**src/rtl/lcd_rect_fill_seq.sv**
```systemverilog
// Rectangle-fill sequencer for an lcd_module register bus: waits for panel init,
// then paints one pixel at a time (position, go, poll) in row-major order.
module lcd_rect_fill_seq #(
    parameter int ADDRESS_WIDTH = 12,
    parameter int LCD_W_P       = 128,
    parameter int LCD_H_P       = 128,
    parameter int TIMEOUT_CYC   = 1024
) (
    input  logic                     up_clk,
    input  logic                     up_rstn,
    input  logic                     cmd_valid,
    output logic                     cmd_ready,
    input  logic [15:0]              cmd_x,
    input  logic [15:0]              cmd_y,
    input  logic [15:0]              cmd_w,
    input  logic [15:0]              cmd_h,
    input  logic [15:0]              cmd_color,
    input  logic                     abort,
    output logic                     busy,
    output logic                     done,
    output logic                     err,
    output logic                     up_wreq,
    output logic [ADDRESS_WIDTH-1:0] up_waddr,
    output logic [31:0]              up_wdata,
    input  logic                     up_wack,
    output logic                     up_rreq,
    output logic [ADDRESS_WIDTH-1:0] up_raddr,
    input  logic [31:0]              up_rdata,
    input  logic                     up_rack
);

    typedef enum logic [2:0] {
        S_INIT_POLL,
        S_IDLE,
        S_WR_COL,
        S_WR_POS,
        S_WR_GO,
        S_POLL_DONE,
        S_FINISH
    } state_t;

    localparam int TO_W = $clog2(TIMEOUT_CYC) + 1;
    localparam logic [TO_W-1:0] TO_LAST = TO_W'(TIMEOUT_CYC - 1);

    localparam logic [ADDRESS_WIDTH-1:0] A_CTRL = ADDRESS_WIDTH'(0);
    localparam logic [ADDRESS_WIDTH-1:0] A_STAT = ADDRESS_WIDTH'(1);
    localparam logic [ADDRESS_WIDTH-1:0] A_POS  = ADDRESS_WIDTH'(2);
    localparam logic [ADDRESS_WIDTH-1:0] A_COL  = ADDRESS_WIDTH'(4);

    state_t                   state_q;
    logic                     cmd_ready_q;
    logic                     busy_q;
    logic                     done_q;
    logic                     err_q;
    logic                     abort_q;
    logic                     up_wreq_q;
    logic                     up_rreq_q;
    logic [ADDRESS_WIDTH-1:0] up_waddr_q;
    logic [ADDRESS_WIDTH-1:0] up_raddr_q;
    logic [31:0]              up_wdata_q;
    logic [TO_W-1:0]          to_cnt_q;
    logic [16:0]              x0_q;
    logic [16:0]              cx_q;
    logic [16:0]              cy_q;
    logic [16:0]              x_end_q;
    logic [16:0]              y_end_q;
    logic [15:0]              color_q;

    logic        waiting;
    logic        to_hit;
    logic        abort_now;
    logic        in_range;
    logic        last_px;
    logic        row_end;
    logic        empty_cmd;
    logic [16:0] x_end_d;
    logic [16:0] y_end_d;
    logic [16:0] cx_d;
    logic [16:0] cy_d;
    logic        unused_rdata;

    // A request is "waiting" for every cycle it is high without its ack.
    assign waiting   = (up_wreq_q & ~up_wack) | (up_rreq_q & ~up_rack);
    assign to_hit    = waiting & (to_cnt_q == TO_LAST);
    assign abort_now = abort_q | (busy_q & abort);
    assign in_range  = (cx_q < 17'(LCD_W_P)) && (cy_q < 17'(LCD_H_P));
    assign row_end   = (cx_q == x_end_q);
    assign last_px   = row_end && (cy_q == y_end_q);
    assign empty_cmd = (cmd_w == 16'd0) || (cmd_h == 16'd0);
    assign x_end_d   = {1'b0, cmd_x} + {1'b0, cmd_w} - 17'd1;
    assign y_end_d   = {1'b0, cmd_y} + {1'b0, cmd_h} - 17'd1;
    assign cx_d      = row_end ? x0_q : cx_q + 17'd1;
    assign cy_d      = row_end ? cy_q + 17'd1 : cy_q;
    assign unused_rdata = ^{up_rdata[31:5], up_rdata[2:0]};

    always_ff @(posedge up_clk or negedge up_rstn) begin
        if (!up_rstn) begin
            state_q     <= S_INIT_POLL;
            cmd_ready_q <= 1'b0;
            busy_q      <= 1'b0;
            done_q      <= 1'b0;
            err_q       <= 1'b0;
            abort_q     <= 1'b0;
            up_wreq_q   <= 1'b0;
            up_rreq_q   <= 1'b0;
            up_waddr_q  <= '0;
            up_raddr_q  <= '0;
            up_wdata_q  <= '0;
            to_cnt_q    <= '0;
            x0_q        <= '0;
            cx_q        <= '0;
            cy_q        <= '0;
            x_end_q     <= '0;
            y_end_q     <= '0;
            color_q     <= '0;
        end else begin
            done_q <= 1'b0;
            if (waiting) begin
                to_cnt_q <= to_cnt_q + 1'b1;
            end else begin
                to_cnt_q <= '0;
            end
            if (busy_q && abort) begin
                abort_q <= 1'b1;
            end

            // Each bus op: raise the request from a low cycle, hold it until ack or timeout.
            unique case (state_q)
                S_INIT_POLL: begin
                    if (!up_rreq_q) begin
                        up_rreq_q  <= 1'b1;
                        up_raddr_q <= A_STAT;
                    end else if (up_rack) begin
                        up_rreq_q <= 1'b0;
                        if (up_rdata[3]) begin
                            state_q     <= S_IDLE;
                            cmd_ready_q <= 1'b1;
                        end
                    end else if (to_hit) begin
                        up_rreq_q   <= 1'b0;
                        err_q       <= 1'b1;
                        state_q     <= S_IDLE;
                        cmd_ready_q <= 1'b1;
                    end
                end

                S_IDLE: begin
                    if (cmd_valid && cmd_ready_q) begin
                        cmd_ready_q <= 1'b0;
                        busy_q      <= 1'b1;
                        abort_q     <= 1'b0;
                        x0_q        <= {1'b0, cmd_x};
                        cx_q        <= {1'b0, cmd_x};
                        cy_q        <= {1'b0, cmd_y};
                        x_end_q     <= x_end_d;
                        y_end_q     <= y_end_d;
                        color_q     <= cmd_color;
                        if (empty_cmd) begin
                            state_q <= S_FINISH;
                            done_q  <= 1'b1;
                        end else begin
                            state_q <= S_WR_COL;
                        end
                    end
                end

                S_WR_COL: begin
                    if (!up_wreq_q) begin
                        up_wreq_q  <= 1'b1;
                        up_waddr_q <= A_COL;
                        up_wdata_q <= {16'd0, color_q};
                    end else if (up_wack) begin
                        up_wreq_q <= 1'b0;
                        if (abort_now) begin
                            state_q <= S_FINISH;
                            done_q  <= 1'b1;
                        end else begin
                            state_q <= S_WR_POS;
                        end
                    end else if (to_hit) begin
                        up_wreq_q <= 1'b0;
                        err_q     <= 1'b1;
                        state_q   <= S_FINISH;
                        done_q    <= 1'b1;
                    end
                end

                S_WR_POS: begin
                    if (!up_wreq_q) begin
                        if (in_range) begin
                            up_wreq_q  <= 1'b1;
                            up_waddr_q <= A_POS;
                            up_wdata_q <= {cx_q[15:0], cy_q[15:0]};
                        end else if (abort_now || last_px) begin
                            state_q <= S_FINISH;
                            done_q  <= 1'b1;
                        end else begin
                            cx_q <= cx_d;
                            cy_q <= cy_d;
                        end
                    end else if (up_wack) begin
                        up_wreq_q <= 1'b0;
                        state_q   <= S_WR_GO;
                    end else if (to_hit) begin
                        up_wreq_q <= 1'b0;
                        err_q     <= 1'b1;
                        state_q   <= S_FINISH;
                        done_q    <= 1'b1;
                    end
                end

                S_WR_GO: begin
                    if (!up_wreq_q) begin
                        up_wreq_q  <= 1'b1;
                        up_waddr_q <= A_CTRL;
                        up_wdata_q <= 32'd1;
                    end else if (up_wack) begin
                        up_wreq_q <= 1'b0;
                        state_q   <= S_POLL_DONE;
                    end else if (to_hit) begin
                        up_wreq_q <= 1'b0;
                        err_q     <= 1'b1;
                        state_q   <= S_FINISH;
                        done_q    <= 1'b1;
                    end
                end

                S_POLL_DONE: begin
                    if (!up_rreq_q) begin
                        up_rreq_q  <= 1'b1;
                        up_raddr_q <= A_STAT;
                    end else if (up_rack) begin
                        up_rreq_q <= 1'b0;
                        if (up_rdata[4]) begin
                            if (abort_now || last_px) begin
                                state_q <= S_FINISH;
                                done_q  <= 1'b1;
                            end else begin
                                cx_q    <= cx_d;
                                cy_q    <= cy_d;
                                state_q <= S_WR_POS;
                            end
                        end
                    end else if (to_hit) begin
                        up_rreq_q <= 1'b0;
                        err_q     <= 1'b1;
                        state_q   <= S_FINISH;
                        done_q    <= 1'b1;
                    end
                end

                S_FINISH: begin
                    busy_q      <= 1'b0;
                    cmd_ready_q <= 1'b1;
                    state_q     <= S_IDLE;
                end

                default: begin
                    state_q <= S_INIT_POLL;
                end
            endcase
        end
    end

    assign cmd_ready = cmd_ready_q;
    assign busy      = busy_q;
    assign done      = done_q;
    assign err       = err_q;
    assign up_wreq   = up_wreq_q;
    assign up_waddr  = up_waddr_q;
    assign up_wdata  = up_wdata_q;
    assign up_rreq   = up_rreq_q;
    assign up_raddr  = up_raddr_q;

endmodule

```
**config.mk**
```make
export PLATFORM = sky130hd
export DESIGN_NAME = lcd_rect_fill_seq
export DESIGN_NICKNAME = d
export VERILOG_FILES = /design/src/rtl/lcd_rect_fill_seq.sv
export SDC_FILE = /design/constraint.sdc
export NUM_CORES = 1
export LEC_CHECK = 0
export ABC_AREA = 1
export CORE_ASPECT_RATIO = 1.4
export CORE_MARGIN = 1.5
export CORE_UTILIZATION = 40
export CTS_BUF_LIST = sky130_fd_sc_hd__clkbuf_8
export DETAILED_ROUTE_END_ITERATION = 6
export HOLD_SLACK_MARGIN = 0.12
export PLACE_DENSITY = 0.73
export SYNTH_ARGS = -nofsm -noshare
export SYNTH_HDL_FRONTEND = slang
export SYNTH_SLANG_ARGS = --single-unit
```
**constraint.sdc**
```tcl
create_clock -name up_clk -period 3 [get_ports up_clk]
set_input_delay 0.6 -clock up_clk [delete_from_list [all_inputs] [get_ports up_clk]]
set_output_delay 0.6 -clock up_clk [all_outputs]
set_load 0.01 [all_outputs]
```
**Word-level counts from Yosys, hierarchy flattened**

Index checks and enable logic that the tools add are counted.

- Mux-type cells: 90
- Div/mod/pow operators: 0
- Reductions and logical operators: 26
- Shift operators: 0
- Bitwise operators: 9
- Equal/unequal tests: 30
- Magnitude comparators: 2
- $add $sub $neg: 7
- Multipliers: 0

Operators with widths:

| operator | number |
|---|---|
| 2-to-1 mux 17 bit | 16 |
| 2-to-1 mux 32 bit | 4 |
| one-hot mux 17 bit (3 select lines) | 2 |
| one-hot mux 32 bit (3 select lines) | 1 |
| 2-to-1 mux 3 bit | 20 |
| 2-to-1 mux 12 bit | 4 |
| one-hot mux 12 bit (3 select lines) | 1 |
| 2-to-1 mux 1 bit | 35 |
| adder 16 x 16 -> 17 bit | 2 |
| adder 17 x 1 -> 17 bit, second input constant | 2 |
| equality test 17 bit | 2 |
| less-than comparator 17 x 8 -> 1 bit, second input constant | 2 |
| subtractor 17 x 1 -> 17 bit, second input constant | 2 |
| logical NOT 16 bit | 2 |
| inequality test 2 bit, second input constant | 14 |
| one-hot mux 3 bit (7 select lines) | 1 |
| inequality test 3 bit, second input constant | 5 |
| AND reduction 5 bit | 3 |
| adder 11 x 1 -> 11 bit, second input constant | 1 |
| equality test 11 x 10 -> 1 bit, second input constant | 1 |
| 2-to-1 mux 11 bit | 1 |
| AND reduction 10 bit | 1 |
| equality test 3 bit, second input constant | 3 |
| nonzero test 3 bit | 3 |
| 17 further kinds | 36 |

- Memories kept: 0
- Output and inout port bits: 62
- Bits in latches: 0
- Bits of input ports: 118
- Register bits after elaboration: 166
- Memory bits (read-only): 0
- Memory bits (writable): 0

**Depth between registers and ports, before layout**

- Depth after elaboration: 8
- Mapped depth: 16

**Worst setup path before layout**

No wires, ideal clock.

- Path type: input-to-reg
- Start: input port cmd_x[1]
- End: register x_end_q[13]
- Setup slack: 0.483 ns
- Path buffers: 0
- Required time: 2.864 ns
- Arrival time: 2.381 ns
- Cell stages on the path: 16
- Cell sequence: inv_1 > ha_1 > inv_1 > ha_1 > inv_1 > fa_1 > nand3b_1 > nand2_1 > a21oi_1 > inv_1 > nand2_1 > nand2_1 > nand2_1 > nand2_1 > xor2_1 > o21ai_0

- Cells in the longest elaborated chain, start to end: 2

RTL lines:

| element | RTL line | RTL |
|---|---|---|
| start: declaration | 13 | `input logic [15:0] cmd_x,` |
| adder 16 x 16 -> 17 bit | 90 | `assign x_end_d = {1'b0, cmd_x} + {1'b0, cmd_w} - 17'd1;` |
| subtractor 17 x 1 -> 17 bit | 90 |  |
| end signal: assignment | 155 | `x_end_q <= x_end_d;` |
| end: declaration | 65 | `logic [16:0] x_end_q;` |

Every way passes these cells.
A chain may end at the register's enable or synchronous reset.

**Final worst setup path**

- Start: input port cmd_y[1]
- End: register y_end_q[13]

- Cells in the longest elaborated chain, start to end: 2

RTL lines:

| element | RTL line | RTL |
|---|---|---|
| start: declaration | 14 | `input logic [15:0] cmd_y,` |
| adder 16 x 16 -> 17 bit | 91 | `assign y_end_d = {1'b0, cmd_y} + {1'b0, cmd_h} - 17'd1;` |
| subtractor 17 x 1 -> 17 bit | 91 |  |
| end signal: assignment | 156 | `y_end_q <= y_end_d;` |
| end: declaration | 66 | `logic [16:0] y_end_q;` |

Every way passes these cells.

==> flow_metrics.env <==
export IMPL_synth_fa_ha_area_share_pct=7.99
export IMPL_die_w_um=141
export IMPL_min_path_type="register to register"
export IMPL_clk_pin_slew_worst_paths_ps=90
export IMPL_fin_crit_ps=2660
export IMPL_synth_top_family_by_area="simple AND/OR/NAND/NOR gates"
export IMPL_cts_tree="built"
export IMPL_end_kind="register"
export IMPL_nNetsFinal=1847
export IMPL_dp_cells=1966
export IMPL_worstPathMaxFanout=3
export IMPL_finalSetupViolCount=0
export IMPL_status="finished, final reports clean"
export IMPL_synth_xor_xnor_area_share_pct=4.18
export IMPL_relSlewSlack_pct=57.4
export IMPL_power_mw=10.3
export IMPL_cp_data_arrival_time_ps=3000
export IMPL_cts_sinks=156
export IMPL_cp_required_ps=3350
export IMPL_multi_input_area_mm2=0.00536
export IMPL_maxCapViolCount=0
export IMPL_die_area_mm2=0.0277
export IMPL_synth_edff_count=0
export IMPL_wire_per_inst_um=14.2
export IMPL_worst_pin_slew_ps=634
export IMPL_synth_compound_area_share_pct=13.2
export IMPL_cts_resized=0
export IMPL_synth_warnings=0
export IMPL_final_cell_count_no_fill=1999
export IMPL_areaGrowthSynthToFinish_pct=23.2
export IMPL_fillers=2549
export IMPL_cts_max_path_buffers=2
export IMPL_drt_iter0_markers=516
export IMPL_slew_violations=0
export IMPL_syn_instance_count=1486
export IMPL_vias_per_cell=4.98
export IMPL_timing_final_hold_violations=0
export IMPL_critPathSlowestCell="clkdlybuf4s50_1"
export IMPL_synthMuxAreaShare_pct=0
export IMPL_critPathKind="input pin to register"
export IMPL_ys_ff_latch=156
export IMPL_pin_count=180
export IMPL_syn_cell_area_mm2=0.0107
export IMPL_routed_wl_um=28400
export IMPL_grt_pass1_wl_um=46700
export IMPL_place_gp_congestion=0.913
export IMPL_synth_area_per_cell_um2=7.19
export IMPL_grt_pass1_vias=9610
export IMPL_synth_main_ff_cell="dfrtp_1"
export IMPL_crit_top_cell="nand2_1"
export IMPL_antenna_cells=0
export IMPL_final_cell_mix="nand2_1 (354), inv_1 (288), dfrtp_1 (156)"
export IMPL_ys_seq_area_share_pct=36.5
export IMPL_postRouteAntennaNets=0
export IMPL_leakage_nw=6.76
export IMPL_vdd_drop_max_uv=316
export IMPL_antenna_found_initial=0
export IMPL_seq_area_mm2=0.00390
export IMPL_rsz0062_at_grt="false"
export IMPL_vias=9947
export IMPL_drive_gt1_share_pct=9.07
export IMPL_ys_types=44
export IMPL_core_area_mm2=0.0262
export IMPL_grtUsageTotal_pct=21.0
export IMPL_mostFrequentLayoutCell="nand2_1"
export IMPL_grt_overflow_total=0
export IMPL_insertion_delay_ps=470
export IMPL_fin_worst_skew_ps=15.2
export IMPL_fin_tns_setup_ps=0
export IMPL_io_buffers=128
export IMPL_first_pass_iters=7
export IMPL_powerDensity_mw_per_mm2=779
export IMPL_period_share_pct=88.6
export IMPL_dp_hpwl_um=21900
export IMPL_start_kind="input pin"
export IMPL_h_tree_depth=4
export IMPL_drc=0
export IMPL_start_util_pct=40.8
export IMPL_critPathTopFamily="adder cells"
export IMPL_timing_fmax_mhz=376
export IMPL_max_stage_delay_ps=450
export IMPL_grt_max_degree=68
export IMPL_cp_num_buf_inv=5
export IMPL_die_y_um=196
export IMPL_async_flop_share_pct=100
export IMPL_crit_chain="clkdlybuf4s50_1, inv_1, ha_1, inv_1, ha_1, inv_1, fa_1, nand3b_1, nand2_1, a21oi_1, inv_1, nand2_1, nand2_1, nand2_1, nand2_1, xor2_1, o21ai_0"
export IMPL_cts_made_buffers=17
export IMPL_rows=70
export IMPL_cts_root_buf="clkbuf_8"
export IMPL_yosys_area_share_simple_pct=23.9
[flip-flops by register name (all words and copies together), names as in the netlist, 11 cells and up]
name      cells
color_q      16
y_end_q      17
cy_q         17
cx_q         17
up_wdata     32
to_cnt_q     11
x0_q         16
x_end_q      17
[worst register-to-register path, delay by kind of cell, from the launching register on]
kind / cells / cell delay, ps
AND/OR/NAND/NOR: 13 / 1530
flip-flops: 1 / 450
buffers and inverters: 2 / 320
[cells by family (layout without fill, tap and decap cells)]
family | after synthesis | count (layout)
adder cells (fa/ha/maj) | 67 | 67
other | 1 | 21
buffers and inverters | 365 | 534
AO/OA/AOI/OAI | 257 | 257
XOR/XNOR | 51 | 51
AND/OR/NAND/NOR | 589 | 589
flip-flops | 156 | 156
[Yosys cell counts, types with 18 or more instances]
master | n | area, µm²
xor2_1 | 33 | 289
nor3_1 | 22 | 110
nand4_1 | 30 | 188
nand3_1 | 53 | 265
o22ai_1 | 25 | 156
buf_4 | 24 | 180
xnor2_1 | 18 | 158
nand2_1 | 354 | 1330
nor2_1 | 84 | 315
ha_1 | 65 | 813
o21ai_0 | 142 | 711
inv_1 | 287 | 1080
clkbuf_1 | 21 | 78.8
a21oi_1 | 49 | 245
dfrtp_1 | 156 | 3900
[layer usage]
layer	share of wire, %	vias to the layer above	GRT usage (%)
li1	-	5009	-
met1	43	4605	26.1
met2	49	275	36.3
met3	4.2	58	2.38
met4	3.3	0	9.57
met5	0	-	0
[report_power, final]
| part | leakage, nW | switching (mW) | total (mW) | internal [mW] |
|---|---|---|---|---|
| Combinational | 4.54 | 2.88 | 4.75 | 1.87 |
| Sequential | 1.98 | 0.714 | 3.60 | 2.89 |
| Clock | 0.233 | 0.891 | 1.90 | 1.01 |
| Total | 6.76 | 4.48 | 10.3 | 5.77 |
[worst paths after layout]
kind | end | cells past startpoint | slack, ps | from
worst max-delay path | y_end_q[13] | 17 | 340 | cmd_y[1]
worst min register to register | err | 1 | 480 | err
worst min-delay path | err | 1 | 480 | err
worst max register to register | cx_q[3] | 15 | 590 | cx_q[14]
min in group asynchronous | y_end_q[7] | 2 | 640 | up_rstn
max in group asynchronous | up_wdata[21] | 3 | 1630 | up_rstn
[what timing repair did]
action	in CTS	in global routing
buffers inserted	0	0
hold buffers	1	0
endpoints found under the hold margin	50	0
setup endpoints to repair	0	0
[final cells by class]
cell class,instances,area share (%)
multi-input combinational,985,40.7
sequential,156,29.6
clock buffer,17,1.78
tap,324,3.08
clock inverter,15,1.79
inverter,297,8.47
timing repair buffer,205,14.5
[through the flow]
step                      worst slack [ps]  hold slack (ps)  area, µm²  utilization (%)
after global placement                -111              447      12700             48.4
after CTS                              369              483      13200             50.3
final                                  342              482      13200             50.3
after floorplan                        483              304      10800                -
after global routing                   131              511      13200             50.3
after detailed placement              -139              461      12700             48.4
(Power assumes the default switching activity.)
